--- src/rtl/csi2_packet_tx_if.sv ---
`default_nettype none
// ============================================================================
// Module      : csi2_packet_tx_if
// Description : Packet request, payload and two-lane HS byte bundle for the
//               CSI-2 packet transmitter.
// Revision    : 1.0 - initial release
// ============================================================================
interface csi2_packet_tx_if;
    logic        pkt_start;
    logic [1:0]  pkt_vc;
    logic [5:0]  pkt_dt;
    logic [15:0] pkt_wc;
    logic [15:0] pay_data;
    logic        pay_valid;
    logic        pay_ready;
    logic [7:0]  lane0_byte;
    logic [7:0]  lane1_byte;
    logic        byte_valid;
    logic        hs_req;
    logic        busy;
    logic        pkt_err;
    logic        underrun;

    modport master (
        output pkt_start, pkt_vc, pkt_dt, pkt_wc, pay_data, pay_valid,
        input  pay_ready, lane0_byte, lane1_byte, byte_valid, hs_req, busy,
               pkt_err, underrun
    );

    modport slave (
        input  pkt_start, pkt_vc, pkt_dt, pkt_wc, pay_data, pay_valid,
        output pay_ready, lane0_byte, lane1_byte, byte_valid, hs_req, busy,
               pkt_err, underrun
    );
endinterface
`default_nettype wire

--- src/rtl/csi2_packet_tx.sv ---
`default_nettype none
// ============================================================================
// Module      : csi2_packet_tx
// Description : Two-lane MIPI CSI-2 packet sequencer: HS-prepare, SoT sync,
//               ECC-protected header, payload, CRC-16 and HS trail.
// Revision    : 1.0 - initial release
// ============================================================================
module csi2_packet_tx #(
    parameter int PREP_CYCLES = 4,
    parameter int TRAIL_BYTES = 2
) (
    input  logic            sys_clk,
    input  logic            reset,
    csi2_packet_tx_if.slave bus
);

    typedef enum logic [2:0] {
        ST_IDLE  = 3'd0,
        ST_PREP  = 3'd1,
        ST_SYNC  = 3'd2,
        ST_HDR0  = 3'd3,
        ST_HDR1  = 3'd4,
        ST_PAY   = 3'd5,
        ST_CRC   = 3'd6,
        ST_TRAIL = 3'd7
    } state_t;

    localparam logic [14:0] c_prep_load  = 15'(PREP_CYCLES - 1);
    localparam logic [14:0] c_trail_load = 15'(TRAIL_BYTES - 1);
    localparam logic [7:0]  c_sync_byte  = 8'hB8;
    localparam logic [15:0] c_crc_init   = 16'hFFFF;

    // Header bits covered by each ECC parity bit, P5 down to P0
    localparam logic [5:0][23:0] c_ecc_mask = {
        24'hEFFC00, 24'hDF03F0, 24'hB8E38E,
        24'h749A6D, 24'hF2555B, 24'hF12CB7
    };

    function automatic logic [7:0] ecc_calc(input logic [23:0] hdr);
        logic [7:0] ecc;
        ecc = 8'h00;
        for (int i = 0; i < 6; i++) begin
            ecc[i] = ^(hdr & c_ecc_mask[i]);
        end
        return ecc;
    endfunction

    function automatic logic [15:0] crc_byte(input logic [15:0] crc_in,
                                             input logic [7:0]  data);
        logic [15:0] crc;
        crc = crc_in;
        for (int i = 0; i < 8; i++) begin
            if (crc[0] ^ data[i]) begin
                crc = (crc >> 1) ^ 16'h8408;
            end else begin
                crc = crc >> 1;
            end
        end
        return crc;
    endfunction

    state_t      r_state;
    logic [14:0] r_cnt;
    logic [7:0]  r_di;
    logic [15:0] r_wc;
    logic [15:0] r_crc;
    logic [7:0]  r_lane0;
    logic [7:0]  r_lane1;
    logic        r_hs_req;
    logic        r_byte_valid;
    logic        r_busy;
    logic        r_pay_ready;
    logic        r_pkt_err;
    logic        r_underrun;

    logic        w_req_long;
    logic        w_hdr_long;
    logic [15:0] w_pay_word;
    logic [15:0] w_crc_pay;
    logic [7:0]  w_ecc;
    logic [7:0]  w_trail0;
    logic [7:0]  w_trail1;

    assign w_req_long = (bus.pkt_dt[5:4] != 2'b00);
    assign w_hdr_long = (r_di[5:4] != 2'b00);
    // A starved payload slot still goes out, as zeros, so the HS burst never stalls
    assign w_pay_word = bus.pay_valid ? bus.pay_data : 16'h0000;
    assign w_crc_pay  = crc_byte(crc_byte(r_crc, w_pay_word[7:0]), w_pay_word[15:8]);
    assign w_ecc      = ecc_calc({r_wc, r_di});
    assign w_trail0   = r_lane0[7] ? 8'h00 : 8'hFF;
    assign w_trail1   = r_lane1[7] ? 8'h00 : 8'hFF;

    always_ff @(posedge sys_clk or negedge reset) begin
        if (!reset) begin
            r_state      <= ST_IDLE;
            r_cnt        <= 15'd0;
            r_di         <= 8'h00;
            r_wc         <= 16'h0000;
            r_crc        <= c_crc_init;
            r_lane0      <= 8'h00;
            r_lane1      <= 8'h00;
            r_hs_req     <= 1'b0;
            r_byte_valid <= 1'b0;
            r_busy       <= 1'b0;
            r_pay_ready  <= 1'b0;
            r_pkt_err    <= 1'b0;
            r_underrun   <= 1'b0;
        end else begin
            case (r_state)
                ST_IDLE: begin
                    if (bus.pkt_start) begin
                        if (w_req_long && bus.pkt_wc[0]) begin
                            r_pkt_err <= 1'b1;
                        end else begin
                            r_state    <= ST_PREP;
                            r_di       <= {bus.pkt_vc, bus.pkt_dt};
                            r_wc       <= bus.pkt_wc;
                            r_cnt      <= c_prep_load;
                            r_hs_req   <= 1'b1;
                            r_busy     <= 1'b1;
                            r_pkt_err  <= 1'b0;
                            r_underrun <= 1'b0;
                        end
                    end
                end
                ST_PREP: begin
                    if (r_cnt == 15'd0) begin
                        r_state      <= ST_SYNC;
                        r_byte_valid <= 1'b1;
                        r_lane0      <= c_sync_byte;
                        r_lane1      <= c_sync_byte;
                    end else begin
                        r_cnt <= r_cnt - 15'd1;
                    end
                end
                ST_SYNC: begin
                    r_state <= ST_HDR0;
                    r_lane0 <= r_di;
                    r_lane1 <= r_wc[7:0];
                end
                ST_HDR0: begin
                    r_state <= ST_HDR1;
                    r_lane0 <= r_wc[15:8];
                    r_lane1 <= w_ecc;
                end
                ST_HDR1: begin
                    r_crc <= c_crc_init;
                    if (!w_hdr_long) begin
                        r_state <= ST_TRAIL;
                        r_cnt   <= c_trail_load;
                        r_lane0 <= w_trail0;
                        r_lane1 <= w_trail1;
                    end else if (r_wc[15:1] == 15'd0) begin
                        r_state <= ST_CRC;
                        r_lane0 <= c_crc_init[7:0];
                        r_lane1 <= c_crc_init[15:8];
                    end else begin
                        r_state     <= ST_PAY;
                        r_cnt       <= r_wc[15:1] - 15'd1;
                        r_pay_ready <= 1'b1;
                    end
                end
                ST_PAY: begin
                    r_crc <= w_crc_pay;
                    if (!bus.pay_valid) begin
                        r_underrun <= 1'b1;
                    end
                    if (r_cnt == 15'd0) begin
                        r_state     <= ST_CRC;
                        r_pay_ready <= 1'b0;
                        r_lane0     <= w_crc_pay[7:0];
                        r_lane1     <= w_crc_pay[15:8];
                    end else begin
                        r_cnt <= r_cnt - 15'd1;
                    end
                end
                ST_CRC: begin
                    r_state <= ST_TRAIL;
                    r_cnt   <= c_trail_load;
                    r_lane0 <= w_trail0;
                    r_lane1 <= w_trail1;
                end
                ST_TRAIL: begin
                    if (r_cnt == 15'd0) begin
                        r_state      <= ST_IDLE;
                        r_hs_req     <= 1'b0;
                        r_byte_valid <= 1'b0;
                        r_busy       <= 1'b0;
                        r_lane0      <= 8'h00;
                        r_lane1      <= 8'h00;
                    end else begin
                        r_cnt <= r_cnt - 15'd1;
                    end
                end
                default: begin
                    r_state <= ST_IDLE;
                end
            endcase
        end
    end

    // Payload bytes pass straight through so the word accepted this cycle is the word sent
    assign bus.lane0_byte = (r_state == ST_PAY) ? w_pay_word[7:0]  : r_lane0;
    assign bus.lane1_byte = (r_state == ST_PAY) ? w_pay_word[15:8] : r_lane1;
    assign bus.byte_valid = r_byte_valid;
    assign bus.hs_req     = r_hs_req;
    assign bus.busy       = r_busy;
    assign bus.pay_ready  = r_pay_ready;
    assign bus.pkt_err    = r_pkt_err;
    assign bus.underrun   = r_underrun;

endmodule
`default_nettype wire

--- src/flat_wrapper.sv ---
// flat-port wrapper written by rule: the top's interface ports become plain ports
module csi2_packet_tx_flat 
#(
    parameter int PREP_CYCLES = 4,
    parameter int TRAIL_BYTES = 2
)
  (sys_clk, reset, bus_pkt_start, bus_pkt_vc, bus_pkt_dt, bus_pkt_wc, bus_pay_data, bus_pay_valid, bus_pay_ready, bus_lane0_byte, bus_lane1_byte, bus_byte_valid, bus_hs_req, bus_busy, bus_pkt_err, bus_underrun);
  csi2_packet_tx_if bus_i ();
  input  logic sys_clk;
  input  logic reset;
  input wire logic [$bits(bus_i.pkt_start)-1:0] bus_pkt_start;
  input wire logic [$bits(bus_i.pkt_vc)-1:0] bus_pkt_vc;
  input wire logic [$bits(bus_i.pkt_dt)-1:0] bus_pkt_dt;
  input wire logic [$bits(bus_i.pkt_wc)-1:0] bus_pkt_wc;
  input wire logic [$bits(bus_i.pay_data)-1:0] bus_pay_data;
  input wire logic [$bits(bus_i.pay_valid)-1:0] bus_pay_valid;
  output wire logic [$bits(bus_i.pay_ready)-1:0] bus_pay_ready;
  output wire logic [$bits(bus_i.lane0_byte)-1:0] bus_lane0_byte;
  output wire logic [$bits(bus_i.lane1_byte)-1:0] bus_lane1_byte;
  output wire logic [$bits(bus_i.byte_valid)-1:0] bus_byte_valid;
  output wire logic [$bits(bus_i.hs_req)-1:0] bus_hs_req;
  output wire logic [$bits(bus_i.busy)-1:0] bus_busy;
  output wire logic [$bits(bus_i.pkt_err)-1:0] bus_pkt_err;
  output wire logic [$bits(bus_i.underrun)-1:0] bus_underrun;
  assign bus_i.pkt_start = bus_pkt_start;
  assign bus_i.pkt_vc = bus_pkt_vc;
  assign bus_i.pkt_dt = bus_pkt_dt;
  assign bus_i.pkt_wc = bus_pkt_wc;
  assign bus_i.pay_data = bus_pay_data;
  assign bus_i.pay_valid = bus_pay_valid;
  assign bus_pay_ready = bus_i.pay_ready;
  assign bus_lane0_byte = bus_i.lane0_byte;
  assign bus_lane1_byte = bus_i.lane1_byte;
  assign bus_byte_valid = bus_i.byte_valid;
  assign bus_hs_req = bus_i.hs_req;
  assign bus_busy = bus_i.busy;
  assign bus_pkt_err = bus_i.pkt_err;
  assign bus_underrun = bus_i.underrun;
  csi2_packet_tx #(.PREP_CYCLES(PREP_CYCLES), .TRAIL_BYTES(TRAIL_BYTES)) u_core (.sys_clk(sys_clk), .reset(reset), .bus(bus_i));
endmodule
--- config.mk ---
export PLATFORM = sky130hd
export DESIGN_NAME = csi2_packet_tx_flat
export DESIGN_NICKNAME = d
export VERILOG_FILES = /design/src/rtl/csi2_packet_tx_if.sv /design/src/rtl/csi2_packet_tx.sv /design/src/flat_wrapper.sv
export SDC_FILE = /design/constraint.sdc
export NUM_CORES = 1
export LEC_CHECK = 0
export CAP_MARGIN = 20
export CORE_MARGIN = 10
export CORE_UTILIZATION = 45
export CTS_CLUSTER_DIAMETER = 40
export CTS_CLUSTER_SIZE = 25
export DETAILED_ROUTE_END_ITERATION = 10
export PLACE_DENSITY = 0.67
export SYNTH_ARGS = -nofsm -noshare
export SYNTH_HDL_FRONTEND = slang
export SYNTH_SLANG_ARGS = --single-unit
--- constraint.sdc ---
create_clock -name sys_clk -period 3.16 [get_ports sys_clk]
set_input_delay 0.632 -clock sys_clk [delete_from_list [all_inputs] [get_ports sys_clk]]
set_output_delay 0.632 -clock sys_clk [all_outputs]
set_load 0.02 [all_outputs]
==> flow_summary.yaml <==
outcome:
  status: "finished clean"
worst_setup_path:
  cp-start-kind: "register"
  critical_path_class: "reg2out"
  cp_cell_sequence: "clkinv_1 -> nor2_1 -> nand2_1 -> buf_4 -> o21ai_0 -> clkdlybuf4s50_1"
  r2r_end: "u_core.r_lane1[6]$_DFFE_PN0P_"
  cp-startpoint: "u_core.r_state[2]$_DFFE_PN0P_"
  reg2reg_from: "u_core.r_cnt[7]$_DFFE_PN0P_"
  cp_slowest_stage_delay_ns: 0.65
  reg2regPathDepth: 8
  worst-path-max-fanout: 39
  rrSetupSlack_ns: 0.30
  cp.arrival_ns: 2.35
  worstPathRequired_ns: 2.53
  cp-end-kind: "output pin"
  crit_end: "bus_lane1_byte[2]"
  crit_slowest_cell: "clkdlybuf4s50_1"
timing:
  fin_crit_sh: 0.9439
  hold_viol: 0
  rsz0062_at_grt: "false"
  skew_ns: 0.008312
  fin_tns_setup_ns: 0
  final-setup-viol-count: 0
  tightest_slew_ns: 0.8926
  fin_crit_ns: 2.983
  relSlewSlack: 0.4049
  drv_slew: 0
  fin_ws_ns: 0.1773
  clock.fmax_mhz: 335.3
cells_and_area:
  diodes: 0
  finalNetCount: 760
  layout-drive-gt1-share: 0.1114
  final_common_cell: "nand2_1"
  final_cell_mix: "123 x nand2_1, 70 x xnor2_1, 64 x clkdlybuf4s50_1"
  synthToLayoutAreaGrowth_pct: 22.77
global_route:
  antenna_found_initial: 0
  grt_overflow: 0
  grt_usage: 0.1809
  use_met2: 0.2950
  met3_usage: 0.04002
  grt_max_degree: 80
  first_global_vias: 4899
  busiest_layer: "met2"
  grt_pass1_wl_mm: 25.72
  met1_usage: 0.2338
placed_design:
  dp_slack_ns: 0.08552
  dp_hpwl_mm: 12.07
  place.gp.congestion: 0.9188
  portBuffers: 65
synthesis:
  syn_area_um2: 5557
  synth_edf_count: 0
  ys_seq_elements: 79
  synth-seq-area-share: 0.3594
  syn_nets: 694
  syn_area_per_cell_um2: 8.709
  ys_warn_count: 0
  async_flop_share: 1.000
  synthCells: 638
  synth_flop_cell: "dfrtp_1"
  ys_types: 54
clocking:
  post-cts-setup-buffers: 0
  cts_root_buf: "clkbuf_16"
  max-clock-path-buffers: 2
  cts_tree: "done"
  clk_pin_slew_ns: 0.06
  clk_latency_ns: 0.35
  numCtsBuffers: 9
  cts-hold-fix-buffers: 0
  htreeDepth: 3
  cts_sinks: 79
  cts.repair.resized: 0
route:
  viasPerCell: 5.626
  routed_wl_mm: 15.97
  drt_iter0_markers: 433
  drc: 0
  drtPass1Iterations: 5
  wl_per_cell_um: 18.21
  ant_nets: 0
  vias: 4934
floorplan:
  rows: 40
  die-area_um2: 17190
  core_um2: 12060
  die_h_um: 131.1
  initial_core_util: 0.4607
  io_pins: 66
  fp.dieW_um: 131.1
worst_hold_path:
  min_path_type: "in2async"
job:
  drv_cap: 0
[final cells by class]
class	count	area (um^2)
clock inverter	4	45.04
timing repair buffer	94	910.9
tap	168	210.2
sequential	79	1997
inverter	21	78.83
clock buffer	12	256.5
fill	1138	5240
multi-input combinational	499	3323
[routing by layer]
layer | up-vias | wire length, um
met3 | 19 | 1051
met1 | 2395 | 7025
li1 | 2327 | -
met5 | - | 0
met4 | 0 | 192
met2 | 193 | 7697
[cell usage after synthesis (all sizes together) (12+ instances only)]
library cell | instances | area, um^2
dfstp | 16 | 420.4
clkbuf | 32 | 120.1
a22o | 14 | 122.6
nand2 | 123 | 461.7
xnor2 | 70 | 613.1
o22a | 13 | 113.9
inv | 20 | 75.07
dfrtp | 63 | 1577
o21ai | 46 | 230.2
xor2 | 33 | 289.0
nand3 | 21 | 105.1
nor2 | 32 | 127.6
a21oi | 33 | 168.9
ha | 12 | 150.1
[per-stage QoR]
stage | cell area, um^2 | std cells | hold slack (ns) | utilization
floorplan | 5557 | 638 | 0.3364 | -
global placement | 6492 | 860 | 0.4665 | 0.5383
detailed placement | 6492 | 860 | 0.4709 | 0.5383
CTS | 6794 | 876 | 0.4856 | 0.5633
global route | 6822 | 877 | 0.2366 | 0.5656
finish | 6822 | 877 | 0.2107 | 0.5656
[worst min path at each step]
stage                                        startpoint                                end  slack (ns)  depth (start not counted)
after detailed placement  u_core.r_lane1[2]$_DFFE_PN0P_      u_core.r_lane1[2]$_DFFE_PN0P_        0.47                          2
final                                             reset        u_core.r_cnt[0]$_DFFE_PN0P_        0.21                          1
after CTS                 u_core.r_lane1[2]$_DFFE_PN0P_      u_core.r_lane1[2]$_DFFE_PN0P_        0.49                          2
after floorplan                                   reset  u_core.bus.byte_valid$_DFFE_PN0P_        0.34                          0
after global placement    u_core.r_lane1[2]$_DFFE_PN0P_      u_core.r_lane1[2]$_DFFE_PN0P_        0.47                          2
after global routing                              reset        u_core.r_cnt[0]$_DFFE_PN0P_        0.24                          1
[registers in the layout (all words and copies together), names as in the netlist]
register and flops:
u_core.r_wc 16, u_core.r_lane0 8, u_core.bus.underrun 1, u_core.r_cnt 15
u_core.bus.byte_valid 1, u_core.bus.pkt_err 1, u_core.r_state 3, u_core.r_di 8
u_core.bus.pay_ready 1, u_core.r_crc 16, u_core.r_lane1 8, u_core.bus.hs_req 1
[critical path, delay by kind of cell, from the launching register on]
kind,cells,cell delay [ns]
DFF,1,0.35
AOI/OAI and AO/OA,1,0.25
buffers and inverters,3,1.13
and+or+nand+nor,2,0.27
[cell families after synthesis]
logic type	after synthesis	synth area share
simple gates	213	0.1716
xor+xnor	112	0.1991
flops	79	0.3594
buf+inv	60	0.04346
compound gates	145	0.1671
fa+ha+maj	12	0.02702
mux	17	0.03243
Power is left out: the tool's default activity adds up to more than one toggle a clock period on the data nets, which glitch-free logic cannot reach.
